### src/rtl/ps2_key_tracker.sv
// ps2_key_tracker: PS/2 keyboard front end.
// Synchronises and deglitches the PS/2 clock and data lines, receives
// 11-bit frames (start, 8 data LSB first, odd parity, stop), decodes
// scan-code set 2 (E0 extended, F0 break, E1 Pause swallow) and keeps a
// held/released level per tracked key. Held levels persist across frames.
//
// Optional build macro: KEY_PRESS_PULSE_EN
//   When defined, adds key_press[NUM_KEYS-1:0], a one-cycle pulse on each
//   0->1 transition of keys_held (typematic repeats give no pulse).
module ps2_key_tracker #(
  parameter int                      NUM_KEYS   = 3,
  parameter logic [NUM_KEYS*9-1:0]   KEY_CODES  = {9'h01C, 9'h023, 9'h029},
  parameter int                      CLK_HZ     = 100_000_000,
  parameter int                      TIMEOUT_US = 1000,
  parameter int                      FILTER_LEN = 8
) (
  input  logic                clk,
  input  logic                rst,
  input  logic                ps2_clk,
  input  logic                ps2_data,
  output logic [NUM_KEYS-1:0] keys_held,
  output logic                code_valid,
  output logic [9:0]          code_out,
  output logic                frame_err
`ifdef KEY_PRESS_PULSE_EN
  ,
  output logic [NUM_KEYS-1:0] key_press
`endif
);

  localparam int TIMEOUT_CYCLES = CLK_HZ / 1_000_000 * TIMEOUT_US;
  localparam int TW             = $clog2(TIMEOUT_CYCLES + 1);
  localparam int FW             = (FILTER_LEN > 1) ? $clog2(FILTER_LEN) : 1;

  typedef enum logic [1:0] {
    F_IDLE,
    F_DATA,
    F_PARITY,
    F_STOP
  } frame_state_e;

  typedef enum logic {
    D_NORMAL,
    D_SKIP
  } dec_state_e;

  // ---------------------------------------------------------------------
  // Line synchronisers
  // ---------------------------------------------------------------------
  logic clk_s1_q, clk_s2_q;
  logic dat_s1_q, dat_s2_q;

  // Two-flop synchronisers; reset to the idle-high line level so no false
  // edge is seen as reset releases.
  always_ff @(posedge clk or posedge rst) begin
    if (rst) begin
      clk_s1_q <= 1'b1;
      clk_s2_q <= 1'b1;
      dat_s1_q <= 1'b1;
      dat_s2_q <= 1'b1;
    end else begin
      // NOTE: sequential state is assigned with <= so every flop samples
      // the pre-edge value of its source, independent of statement order.
      clk_s1_q <= ps2_clk;
      clk_s2_q <= clk_s1_q;
      dat_s1_q <= ps2_data;
      dat_s2_q <= dat_s1_q;
    end
  end

  // ---------------------------------------------------------------------
  // PS/2 clock glitch filter and fall strobe
  // ---------------------------------------------------------------------
  logic          filt_clk_q, filt_clk_d;
  logic [FW-1:0] filt_cnt_q, filt_cnt_d;
  logic          fall_q, fall_d;

  // Filtered clock follows the synchronised clock only after FILTER_LEN
  // consecutive differing samples; any agreeing sample restarts the count.
  always_comb begin
    // NOTE: every signal written here gets a default first, so no path
    // leaves one unassigned and no latch is inferred.
    filt_clk_d = filt_clk_q;
    filt_cnt_d = '0;
    fall_d     = 1'b0;
    if (clk_s2_q != filt_clk_q) begin
      if (filt_cnt_q == FW'(FILTER_LEN - 1)) begin
        filt_clk_d = clk_s2_q;
        fall_d     = filt_clk_q;
      end else begin
        filt_cnt_d = filt_cnt_q + 1'b1;
      end
    end
  end

  // Filter state and the one-cycle fall strobe.
  always_ff @(posedge clk or posedge rst) begin
    if (rst) begin
      filt_clk_q <= 1'b1;
      filt_cnt_q <= '0;
      fall_q     <= 1'b0;
    end else begin
      filt_clk_q <= filt_clk_d;
      filt_cnt_q <= filt_cnt_d;
      fall_q     <= fall_d;
    end
  end

  // ---------------------------------------------------------------------
  // Frame receiver
  // ---------------------------------------------------------------------
  frame_state_e  frm_state_q, frm_state_d;
  logic [7:0]    shift_q, shift_d;
  logic [2:0]    bit_cnt_q, bit_cnt_d;
  logic          par_q, par_d;
  logic [TW-1:0] tmo_cnt_q, tmo_cnt_d;
  logic          byte_rdy_q, byte_rdy_d;
  logic          frame_err_q, frame_err_d;

  // Frame next-state: bits are taken on each fall strobe; an idle gap of
  // TIMEOUT_CYCLES inside a frame abandons it.
  always_comb begin
    frm_state_d = frm_state_q;
    shift_d     = shift_q;
    bit_cnt_d   = bit_cnt_q;
    par_d       = par_q;
    byte_rdy_d  = 1'b0;
    frame_err_d = 1'b0;

    if (fall_q || frm_state_q == F_IDLE) begin
      tmo_cnt_d = '0;
    end else if (tmo_cnt_q != TW'(TIMEOUT_CYCLES)) begin
      tmo_cnt_d = tmo_cnt_q + 1'b1;
    end else begin
      tmo_cnt_d = tmo_cnt_q;
    end

    if (frm_state_q != F_IDLE && tmo_cnt_q == TW'(TIMEOUT_CYCLES)) begin
      frm_state_d = F_IDLE;
      frame_err_d = 1'b1;
    end else if (fall_q) begin
      case (frm_state_q)
        F_IDLE: begin
          if (!dat_s2_q) begin
            frm_state_d = F_DATA;
            bit_cnt_d   = '0;
            par_d       = 1'b0;
          end
        end
        F_DATA: begin
          shift_d   = {dat_s2_q, shift_q[7:1]};
          par_d     = par_q ^ dat_s2_q;
          bit_cnt_d = bit_cnt_q + 1'b1;
          if (bit_cnt_q == 3'd7) frm_state_d = F_PARITY;
        end
        F_PARITY: begin
          par_d       = par_q ^ dat_s2_q;
          frm_state_d = F_STOP;
        end
        F_STOP: begin
          frm_state_d = F_IDLE;
          if (dat_s2_q && par_q) byte_rdy_d  = 1'b1;
          else                   frame_err_d = 1'b1;
        end
        default: frm_state_d = F_IDLE;
      endcase
    end
  end

  // Frame receiver registers.
  always_ff @(posedge clk or posedge rst) begin
    if (rst) begin
      frm_state_q <= F_IDLE;
      shift_q     <= '0;
      bit_cnt_q   <= '0;
      par_q       <= 1'b0;
      tmo_cnt_q   <= '0;
      byte_rdy_q  <= 1'b0;
      frame_err_q <= 1'b0;
    end else begin
      frm_state_q <= frm_state_d;
      shift_q     <= shift_d;
      bit_cnt_q   <= bit_cnt_d;
      par_q       <= par_d;
      tmo_cnt_q   <= tmo_cnt_d;
      byte_rdy_q  <= byte_rdy_d;
      frame_err_q <= frame_err_d;
    end
  end

  // ---------------------------------------------------------------------
  // Scan-code decoder and key tracking
  // ---------------------------------------------------------------------
  dec_state_e          dec_state_q, dec_state_d;
  logic [2:0]          skip_cnt_q, skip_cnt_d;
  logic                ext_q, ext_d;
  logic                brk_q, brk_d;
  logic [NUM_KEYS-1:0] keys_held_q, keys_held_d;
  logic [9:0]          code_q, code_d;
  logic                code_valid_q, code_valid_d;

  // Decoder next-state: prefixes accumulate until a code byte consumes
  // them; shift_q holds the completed byte while byte_rdy_q is high.
  always_comb begin
    dec_state_d  = dec_state_q;
    skip_cnt_d   = skip_cnt_q;
    ext_d        = ext_q;
    brk_d        = brk_q;
    keys_held_d  = keys_held_q;
    code_d       = code_q;
    code_valid_d = 1'b0;

    if (frame_err_q) begin
      ext_d = 1'b0;
      brk_d = 1'b0;
    end else if (byte_rdy_q) begin
      if (dec_state_q == D_SKIP) begin
        // The Pause sequence is E1 followed by seven more bytes.
        skip_cnt_d = skip_cnt_q + 1'b1;
        if (skip_cnt_q == 3'd6) begin
          dec_state_d = D_NORMAL;
          skip_cnt_d  = '0;
        end
      end else begin
        case (shift_q)
          8'hE0: ext_d = 1'b1;
          8'hF0: brk_d = 1'b1;
          8'hE1: begin
            dec_state_d = D_SKIP;
            skip_cnt_d  = '0;
            ext_d       = 1'b0;
            brk_d       = 1'b0;
          end
          8'hAA, 8'hFA, 8'hFE, 8'hEE, 8'h00, 8'hFF: begin
            ext_d = 1'b0;
            brk_d = 1'b0;
          end
          default: begin
            for (int i = 0; i < NUM_KEYS; i++) begin
              if (KEY_CODES[9*i +: 9] == {ext_q, shift_q}) keys_held_d[i] = ~brk_q;
            end
            code_d       = {brk_q, ext_q, shift_q};
            code_valid_d = 1'b1;
            ext_d        = 1'b0;
            brk_d        = 1'b0;
          end
        endcase
      end
    end
  end

  // Decoder registers.
  always_ff @(posedge clk or posedge rst) begin
    if (rst) begin
      dec_state_q  <= D_NORMAL;
      skip_cnt_q   <= '0;
      ext_q        <= 1'b0;
      brk_q        <= 1'b0;
      keys_held_q  <= '0;
      code_q       <= '0;
      code_valid_q <= 1'b0;
    end else begin
      dec_state_q  <= dec_state_d;
      skip_cnt_q   <= skip_cnt_d;
      ext_q        <= ext_d;
      brk_q        <= brk_d;
      keys_held_q  <= keys_held_d;
      code_q       <= code_d;
      code_valid_q <= code_valid_d;
    end
  end

`ifdef KEY_PRESS_PULSE_EN
  logic [NUM_KEYS-1:0] key_press_q;

  // Press pulse registers alongside keys_held, so it lines up with the
  // 0->1 edge of the held level; a repeat make leaves held unchanged.
  always_ff @(posedge clk or posedge rst) begin
    if (rst) key_press_q <= '0;
    else     key_press_q <= keys_held_d & ~keys_held_q;
  end

  assign key_press = key_press_q;
`endif

  assign keys_held  = keys_held_q;
  assign code_valid = code_valid_q;
  assign code_out   = code_q;
  assign frame_err  = frame_err_q;

endmodule

### config.mk
export PLATFORM = sky130hd
export DESIGN_NAME = ps2_key_tracker
export DESIGN_NICKNAME = d
export VERILOG_FILES = /design/src/rtl/ps2_key_tracker.sv
export SDC_FILE = /design/constraint.sdc
export NUM_CORES = 1
export LEC_CHECK = 0
export ABC_AREA = 0
export CORE_ASPECT_RATIO = 1.25
export CORE_MARGIN = 1.5
export CORE_UTILIZATION = 50
export CTS_CLUSTER_DIAMETER = 200
export DETAILED_ROUTE_END_ITERATION = 8
export HOLD_SLACK_MARGIN = 0.1
export PLACE_DENSITY = 0.78
export SLEW_MARGIN = 25
export SYNTH_ARGS = -nofsm -noshare
export SYNTH_HDL_FRONTEND = slang
export SYNTH_SLANG_ARGS = --single-unit
### constraint.sdc
create_clock -name clk -period 1.8 [get_ports clk]
set_input_delay 0.36 -clock clk [delete_from_list [all_inputs] [get_ports clk]]
set_output_delay 0.36 -clock clk [all_outputs]
set_load 0.1 [all_outputs]
; Word level (Yosys, flattened, before mapping)
; Index checks and enable logic that the tools add are counted.
[word_totals]
regBits = 62
in_bits = 4
output_inout_bits = 15
[op_classes]
n_addsub = 4
eq_ne = 26
mux = 41
n_bitwise = 6
n_reduce_logical = 27
[op_table]
columns = op, n
row1 = "8-bit equality test, second input constant", 8
row2 = 17-bit 2-to-1 mux, 2
row3 = 1-bit 2-to-1 mux, 24
row4 = "6-bit by 9-bit equality test with 1-bit output, first input constant", 2
row5 = 3-bit 2-to-1 mux, 6
row6 = "17-bit by 1-bit adder with 17-bit output, second input constant", 1
row7 = "17-bit equality test, second input constant", 1
row8 = "17-bit inequality test, second input constant", 1
row9 = 3-bit AND reduction, 5
row10 = 5-bit AND reduction, 3
row11 = 2-bit nonzero test, 7
row12 = 4-bit AND reduction, 3
row13 = "3-bit by 1-bit adder with 3-bit output, second input constant", 3
row14 = "3-bit equality test, second input constant", 3
row15 = "5-bit by 9-bit equality test with 1-bit output, first input constant", 1
row16 = 9-bit OR reduction, 1
row17 = 8-bit zero test, 1
row18 = 2-bit 2-to-1 mux, 4
row19 = "2-bit inequality test, second input constant", 4
row20 = 2-bit one-hot mux with 4 select lines, 1
row21 = 1-bit one-hot mux with 2 select lines, 3
row22 = 3-bit one-hot mux with 2 select lines, 1
row23 = 1-bit inverter, 5
row24 = "2-bit equality test, second input constant", 2
row25 = other kinds (10), 12

; Logic depth before layout (Yosys ltp)
; Gate-level depths: netlist of the first run.
[logic_depth]
word_depth = 6
ltp_mapped = 7

; Worst setup path before layout of the first run
; OpenSTA, ideal clock, no wires.
[synth_path]
kind = register to register
start = reg frame_err_q, in the netlist frame_err
end = reg code_q[0], in the netlist code_out[0]
t_arrival_ns = 1.905
path_slack_ns = -0.233
stages_incl_launch_ff = 6
period_less_slack_ns = 2.033
path_cell_list = dfrtp_1 nand2b_1 a211oi_2 o211ai_2 buf_6 mux2_1
[synth_between]
elab_chain_len = 2
[synth_lines]
columns = item, line
row1 = from (decl), 118  ; logic frame_err_q, frame_err_d;
row2 = from (signal assigned), 187  ; frame_err_q <= frame_err_d;
row3 = 1-bit inverter (no source line), -
row4 = 4-bit AND reduction (no source line), -
row5 = to (signal assigned), 268  ; code_q <= code_d;
row6 = to (decl), 199  ; logic [9:0] code_q, code_d;
; Every way passes these cells.
; A chain may end at the register's enable or synchronous reset.

; Worst setup path in the final report of the first run
[layout_path]
start = reg tmo_cnt_q[0]
end = reg shift_q[4]
[layout_between]
elab_chain_len = 4
[layout_lines]
columns = item, line
row1 = from (decl), 116  ; logic [TW-1:0] tmo_cnt_q, tmo_cnt_d;
row2 = from (signal assigned), 185  ; tmo_cnt_q <= tmo_cnt_d;
row3 = 17-bit equality test, 138  ; if (frm_state_q != F_IDLE && tmo_cnt_q == TW'(TIMEOUT_CYCLES)) begin
row4 = 1-bit logical AND, 138
row5 = 1-bit inverter (no source line), -
row6 = 3-bit AND reduction (no source line), -
row7 = to (signal assigned), 182  ; shift_q <= shift_d;
row8 = to (decl), 113  ; logic [7:0] shift_q, shift_d;
; Every way passes these cells.

==> results of run 1 <==
==> repair_timing <==
item / in CTS / in global routing
buffers inserted: 5 / 4
endpoints found under the setup margin: 20 / 25
resized for setup: 10 / 19
pin swaps: 3 / 1
==> worst max-delay path, stage by stage (launching register included) <==
cell	delay [ns]
dfrtp_1	0.38
inv_1	0.06
ha_1	0.14
nor4b_4	0.25
nand4_2	0.17
o211ai_4	0.23
buf_12	0.15
mux2_2	0.33
==> worst paths after layout <==
path / from / endpoint / slack [ns] / depth (start not counted)
setup reg to reg: tmo_cnt_q[0]$_DFFE_PP0P_ / shift_q[4]$_DFFE_PP0P_ / -0.01 / 7
setup / recovery: tmo_cnt_q[0]$_DFFE_PP0P_ / shift_q[4]$_DFFE_PP0P_ / -0.01 / 7
hold / removal: clk_s1_q$_DFF_PP1_ / clk_s2_q$_DFF_PP1_ / 0.36 / 0
max in group asynchronous: rst / clk_s1_q$_DFF_PP1_ / 0.91 / 3
hold reg to reg: clk_s1_q$_DFF_PP1_ / clk_s2_q$_DFF_PP1_ / 0.36 / 0
min in group asynchronous: rst / code_out[0]$_DFFE_PP0P_ / 0.37 / 2
==> stage by stage <==
step / instance area [µm²] / std cells / setup WS, ns / hold WS, ns
after floorplan: 3090 / 277 / 0.00629 / 0.345
after global placement: 3750 / 399 / -0.0729 / 0.346
after detailed placement: 3750 / 399 / -0.190 / 0.347
after CTS: 4040 / 420 / -0.0522 / 0.357
after global routing: 4150 / 424 / -0.131 / 0.362
final: 4150 / 424 / -0.0136 / 0.355
==> cell families after synthesis <==
logic type	Yosys count	share of synthesized area [%]
AO/OA/AOI/OAI	43	10.1
XOR/XNOR	12	3.42
adder cells (fa/ha/maj)	11	4.48
buffers and inverters	28	3.75
flip-flops	62	50.7
multiplexers	24	9.05
AND/OR/NAND/NOR	97	18.5
==> power groups by stage <==
stage | registers (mW) | clock network, mW | logic, mW
2_1_floorplan | 1.49 | 0 | 0.0843
3_3_place_gp | 1.49 | 0 | 0.116
3_5_place_dp | 1.49 | 0 | 0.121
4_1_cts | 1.47 | 1.26 | 0.122
5_1_grt | 1.47 | 1.32 | 0.142
6_report | 1.47 | 1.23 | 0.120
==> final cells by class <==
| cell class | instances | area, µm² | share of cell area, % |
|---|---|---|---|
| clock buffer | 10 | 138 | 3.32 |
| tap | 82 | 103 | 2.47 |
| inverter | 15 | 60.1 | 1.45 |
| sequential | 62 | 1560 | 37.7 |
| timing repair buffer | 62 | 724 | 17.5 |
| clock inverter | 6 | 61.3 | 1.48 |
| multi-input combinational | 187 | 1500 | 36.2 |
==> cells in the mapped netlist (3+ instances only) <==
| cell | n |
|---|---|
| xnor2_1 | 8 |
| dfrtp_1 | 57 |
| inv_1 | 15 |
| and3_1 | 4 |
| ha_1 | 11 |
| nand4_1 | 6 |
| mux2i_1 | 3 |
| mux2_1 | 6 |
| xor2_1 | 4 |
| nor3_1 | 4 |
| mux2_4 | 3 |
| or3_1 | 6 |
| nor4_1 | 7 |
| o21ai_0 | 13 |
| nor2b_1 | 5 |
| dfstp_2 | 5 |
| nor3b_1 | 6 |
| nand2b_1 | 5 |
| nand2_1 | 16 |
| clkbuf_1 | 9 |
| nand3_1 | 11 |
| a31oi_1 | 3 |
| mux2_2 | 12 |
| a21oi_1 | 6 |
| nor2_1 | 15 |
==> metal layers <==
layer  vias up  track usage, %
met5         -               0
met4         0            11.0
met3        16            4.58
met2        56            34.9
met1      1186            24.5
li1       1107               -
==> state kept, by name, summed over array words and instances, names as in the netlist, 2 cells and up <==
signal / flops
tmo_cnt_q: 17
code_out: 10
shift_q: 8
bit_cnt_q: 3
filt_cnt_q: 3
keys_held: 3
skip_cnt_q: 3
frm_state_q: 2
==> flow_summary.ini, run 1 <==
[run_status]
outcome = finished, violations left
violations = negative setup slack

[power]
p_total_mw = 2.82
power_frac_comb_pct = 4.3
cellPowerDensity_nw_per_um2 = 679
leakagePower_nw = 1.91
power_frac_seq_pct = 52.0
p_sw_mw = 0.645
p_int_mw = 2.17
pwr-share-clk_pct = 43.7
swShare_pct = 22.9
ir_drop_uv = 488

[sta]
finalSetupViolations = 8
slew_headroom_pct = 67.2
fin_ws_ns = -0.0136
setup_tns_ns = -0.0606
fmax_mhz = 551
hold_viol_final = 0
rsz0062_at_grt = true
tightest_slew_ns = 0.480
slew_violations = 0
finClkSkew_ns = 0.00735
fin_crit_sh_pct = 101
fin_crit_ns = 1.81

[place]
place_hpwl_um = 4190
place_congestion = 0.786
port_buffers = 18

[yosys]
synth_top_cell_by_area = dfrtp_1
synthCells = 277
syn_area_um2 = 3070
ys_warn_count = 0
synthTopCellsByArea = dfrtp_1, ha_1, mux2_2
synth_edf_count = 0
ys_ff_latch = 62
ys_seq_area_share_pct = 50.7
syn_nets = 292
ys.flop_type = dfrtp_1
synth.avg_cell_area_um2 = 11.1
ys_types = 54
synth_top_cell_area_share_pct = 46.5
async_flop_share_pct = 100

[finish]
n_antenna_cell = 0
fillers = 376
fin_nets = 352
drive_gt1_share_pct = 35.7
mostFrequentLayoutCells = dfrtp_1, buf_4, buf_12, nand2_1, nor2_1
final_common_cell = dfrtp_1
syn2layout_area_growth_pct = 35.2
final_core_util_pct = 70.9

[drt]
antenna_left = 0
vias = 2365
via_per_inst = 5.58
highest_layer = met4
dr_wl_met2_um = 3480
first_iter_violations = 161
drc = 0
wl_met3_um = 201
first_pass_iters = 4
avgRoutedWirePerCell_um = 15.0
wirelength_um = 6360
wl_met1_um = 2520

[clock_tree]
cts_buffer_depth = 2
path_clk_slew_ns = 0.07
htree_num_levels = 3
cts_num_sinks = 62
cts_made_buffers = 9
ctsHoldBuffers = 0
cts_root_buffer = clkbuf_8
clk_latency_ns = 0.35
cts_tree = built

[global_routing]
grt_pass1_vias = 2315
grt.overflow.total = 0
grt_usage_pct = 20.9
antenna_found_initial = 0
grt_pass1_wl_um = 10600
grt_max_degree = 25

[worst_setup_path]
cp-end-kind = flop
crit_type = reg2reg
cp_max_fo = 8
required_ns = 2.03
critPathArrivalTime_ns = 2.05
start_kind = flop

[die]
num_rows = 31
core_um2 = 5860
die_x_um = 73.1
initial_utilization_pct = 52.4
die_h_um = 90.6
die_area_um2 = 6620
num_io_pins = 19

[worst_hold_path]
hp-class = reg2reg

[flow_run]
maxCapViolCount = 0
(Power assumes the default switching activity.)
==> run 2: changes to the inputs <==
--- a/config.mk
+++ b/config.mk
@@ -12,4 +12,5 @@
 export CTS_CLUSTER_DIAMETER = 200
 export DETAILED_ROUTE_END_ITERATION = 8
+export GPL_ROUTABILITY_DRIVEN = 0
 export HOLD_SLACK_MARGIN = 0.1
 export PLACE_DENSITY = 0.78
==> constraint.sdc (replaced) <==
create_clock -name clk -period 1.8 [get_ports clk]
set_input_delay 0.18 -clock clk [delete_from_list [all_inputs] [get_ports clk]]
set_output_delay 0.18 -clock clk [all_outputs]
set_load 0.1 [all_outputs]
==> run 2 against run 1 <==
The flow still finishes with violations (negative setup slack). Sequential share of layout area grew 1.2 points. Die area is the same. Via count shrank 0.42%. Worst hold slack lost 0.20 ns. Fmax shrank 1.8%. Critical path type unchanged. Flip-flop and latch count is the same. Wire length grew 6.1%. Final area shrank 3.0%. Critical path depth shrank 3.
==> flow_summary.ini, run 2 (same netlist as run 1, synthesis figures left out) <==
[sta]
fmax_mhz = 541
finalSetupViolations = 13
slew_headroom_pct = 69.9
fin_crit_sh_pct = 103
fin_crit_ns = 1.85
slew_violations = 0
finClkSkew_ns = 0.0146
hold_viol_final = 0
tightest_slew_ns = 0.446
rsz0062_at_grt = true
whs_ns = 0.155
fin_ws_ns = -0.0473

[drt]
vias = 2355
first_pass_iters = 4
first_iter_violations = 216
via_per_inst = 5.50
drc = 0
avgRoutedWirePerCell_um = 15.8
wirelength_um = 6750
antenna_left = 0

[finish]
final_common_cell = buf_4
largest_reg_flops = 17
top_register = tmo_cnt_q
fin_nets = 356
stdcell_count = 428
drive_gt1_share_pct = 37.0
mostFrequentLayoutCells = buf_4, dfrtp_1, nand2_1
n_antenna_cell = 0
syn2layout_area_growth_pct = 31.2

[worst_setup_path]
worstRegToRegCells = 4
required_ns = 2.04
cp_max_fo = 6
r2r_slack_ns = -0.05
cp-endpoint = code_out[8]$_DFFE_PP0P_
rr_startpoint = shift_q[0]$_DFFE_PP0P_
crit_start = shift_q[0]$_DFFE_PP0P_
r2r_end = code_out[8]$_DFFE_PP0P_
crit_type = reg2reg
critPathArrivalTime_ns = 2.08
start_kind = flop
cp-end-kind = flop

[worst_hold_path]
hp-class = in2async

[die]
num_io_pins = 19
core_um2 = 5860
num_rows = 31
initial_utilization_pct = 52.4
die_area_um2 = 6620
die_h_um = 90.6
die_x_um = 73.1

[global_routing]
antenna_found_initial = 0
use_met3_pct = 5.47
grt_pass1_wl_um = 10800
grt.overflow.total = 0
grt_max_degree = 22
grt_usage_pct = 21.0
grt_pass1_vias = 2379
gr-usage-met2_pct = 35.2
top_usage_layer = met2
met1_usage_pct = 24.6

[run_status]
violations = negative setup slack
outcome = finished, violations left

[power]
p_sw_mw = 0.679
swShare_pct = 22.9
power_frac_comb_pct = 4.1
cellPowerDensity_nw_per_um2 = 736
p_int_mw = 2.28
leakagePower_nw = 1.87
ir_drop_uv = 816
power_frac_seq_pct = 49.5
pwr-share-clk_pct = 46.4

[place]
place_hpwl_um = 4320
port_buffers = 18
place_inst = 400

[clock_tree]
cts_buffer_depth = 2
clk_latency_ns = 0.36
cts_tree = built
cts_root_buffer = clkbuf_8
htree_num_levels = 3
cts_num_sinks = 62
cts_made_buffers = 9
path_clk_slew_ns = 0.08

[flow_run]
maxCapViolCount = 0
-- run 2: cell count changes in the layout (fill, tap and decap cells not counted), moves of 2 or more --
cell,change
buf_4,+23
buf_12,-17
buf_6,-4
mux2_2,-3
mux2_4,+3
clkinv_2,-2
o211ai_4,+2
-- run 2: timing repair --
item	CTS	global route
setup buffers	2	8
hold buffers	0	0
pin swaps	2	4
resized for setup	13	20
endpoints found under the setup margin	20	29
cloned	2	0
-- run 2: final cells by class --
| cell class | instances | area, µm² |
|---|---|---|
| fill | 395 | 1830 |
| tap | 82 | 103 |
| sequential | 62 | 1560 |
| timing repair buffer | 64 | 512 |
| multi-input combinational | 189 | 1570 |
| inverter | 15 | 60.1 |
| clock inverter | 7 | 97.6 |
| clock buffer | 9 | 124 |
-- run 2: power groups by stage --
stage | clock network [mW] | logic, mW | registers [mW]
final | 1.37 | 0.122 | 1.47
after global routing | 1.45 | 0.146 | 1.47
after CTS | 1.39 | 0.125 | 1.47
after detailed placement | 0 | 0.125 | 1.49
after global placement | 0 | 0.116 | 1.49
after floorplan | 0 | 0.0843 | 1.49
-- run 2: worst min path at each step --
stage | slack [ns] | to | startpoint
final | 0.16 | frm_state_q[0]$_DFFE_PP0P_ | rst
after global routing | 0.18 | frm_state_q[0]$_DFFE_PP0P_ | rst
after CTS | 0.16 | frm_state_q[0]$_DFFE_PP0P_ | rst
after detailed placement | 0.35 | clk_s2_q$_DFF_PP1_ | clk_s1_q$_DFF_PP1_
after global placement | 0.35 | dat_s2_q$_DFF_PP1_ | dat_s1_q$_DFF_PP1_
after floorplan | 0.18 | clk_s1_q$_DFF_PP1_ | ps2_clk
-- run 2: critical path: stages (launching register included) --
cell and delay [ns]:
dfrtp_1 0.40, a2111oi_2 0.46, a41oi_2 0.15, o211ai_4 0.38, mux2_4 0.34
-- run 2: through the flow --
stage / power [mW] / instance area [µm²] / setup TNS [ns] / utilization [%] / setup WS [ns]
after global placement: 1.61 / 3560 / -1.46 / 60.7 / -0.127
after detailed placement: 1.62 / 3560 / -2.12 / 60.7 / -0.157
final: 2.96 / 4030 / -0.358 / 68.8 / -0.0473
after global routing: 3.07 / 4030 / -1.90 / 68.8 / -0.136
after floorplan: 1.57 / 3090 / 0 / - / 0.00629
after CTS: 2.98 / 3890 / -0.183 / 66.5 / -0.0382
-- run 2: metal layers --
layer  wire [µm]  up-vias  part of all wire, %
li1            -     1123                    -
met1        2840     1160                   42
met2        3540       56                   52
met3         220       16                  3.3
met4         153        0                  2.3
met5           0        -                    0
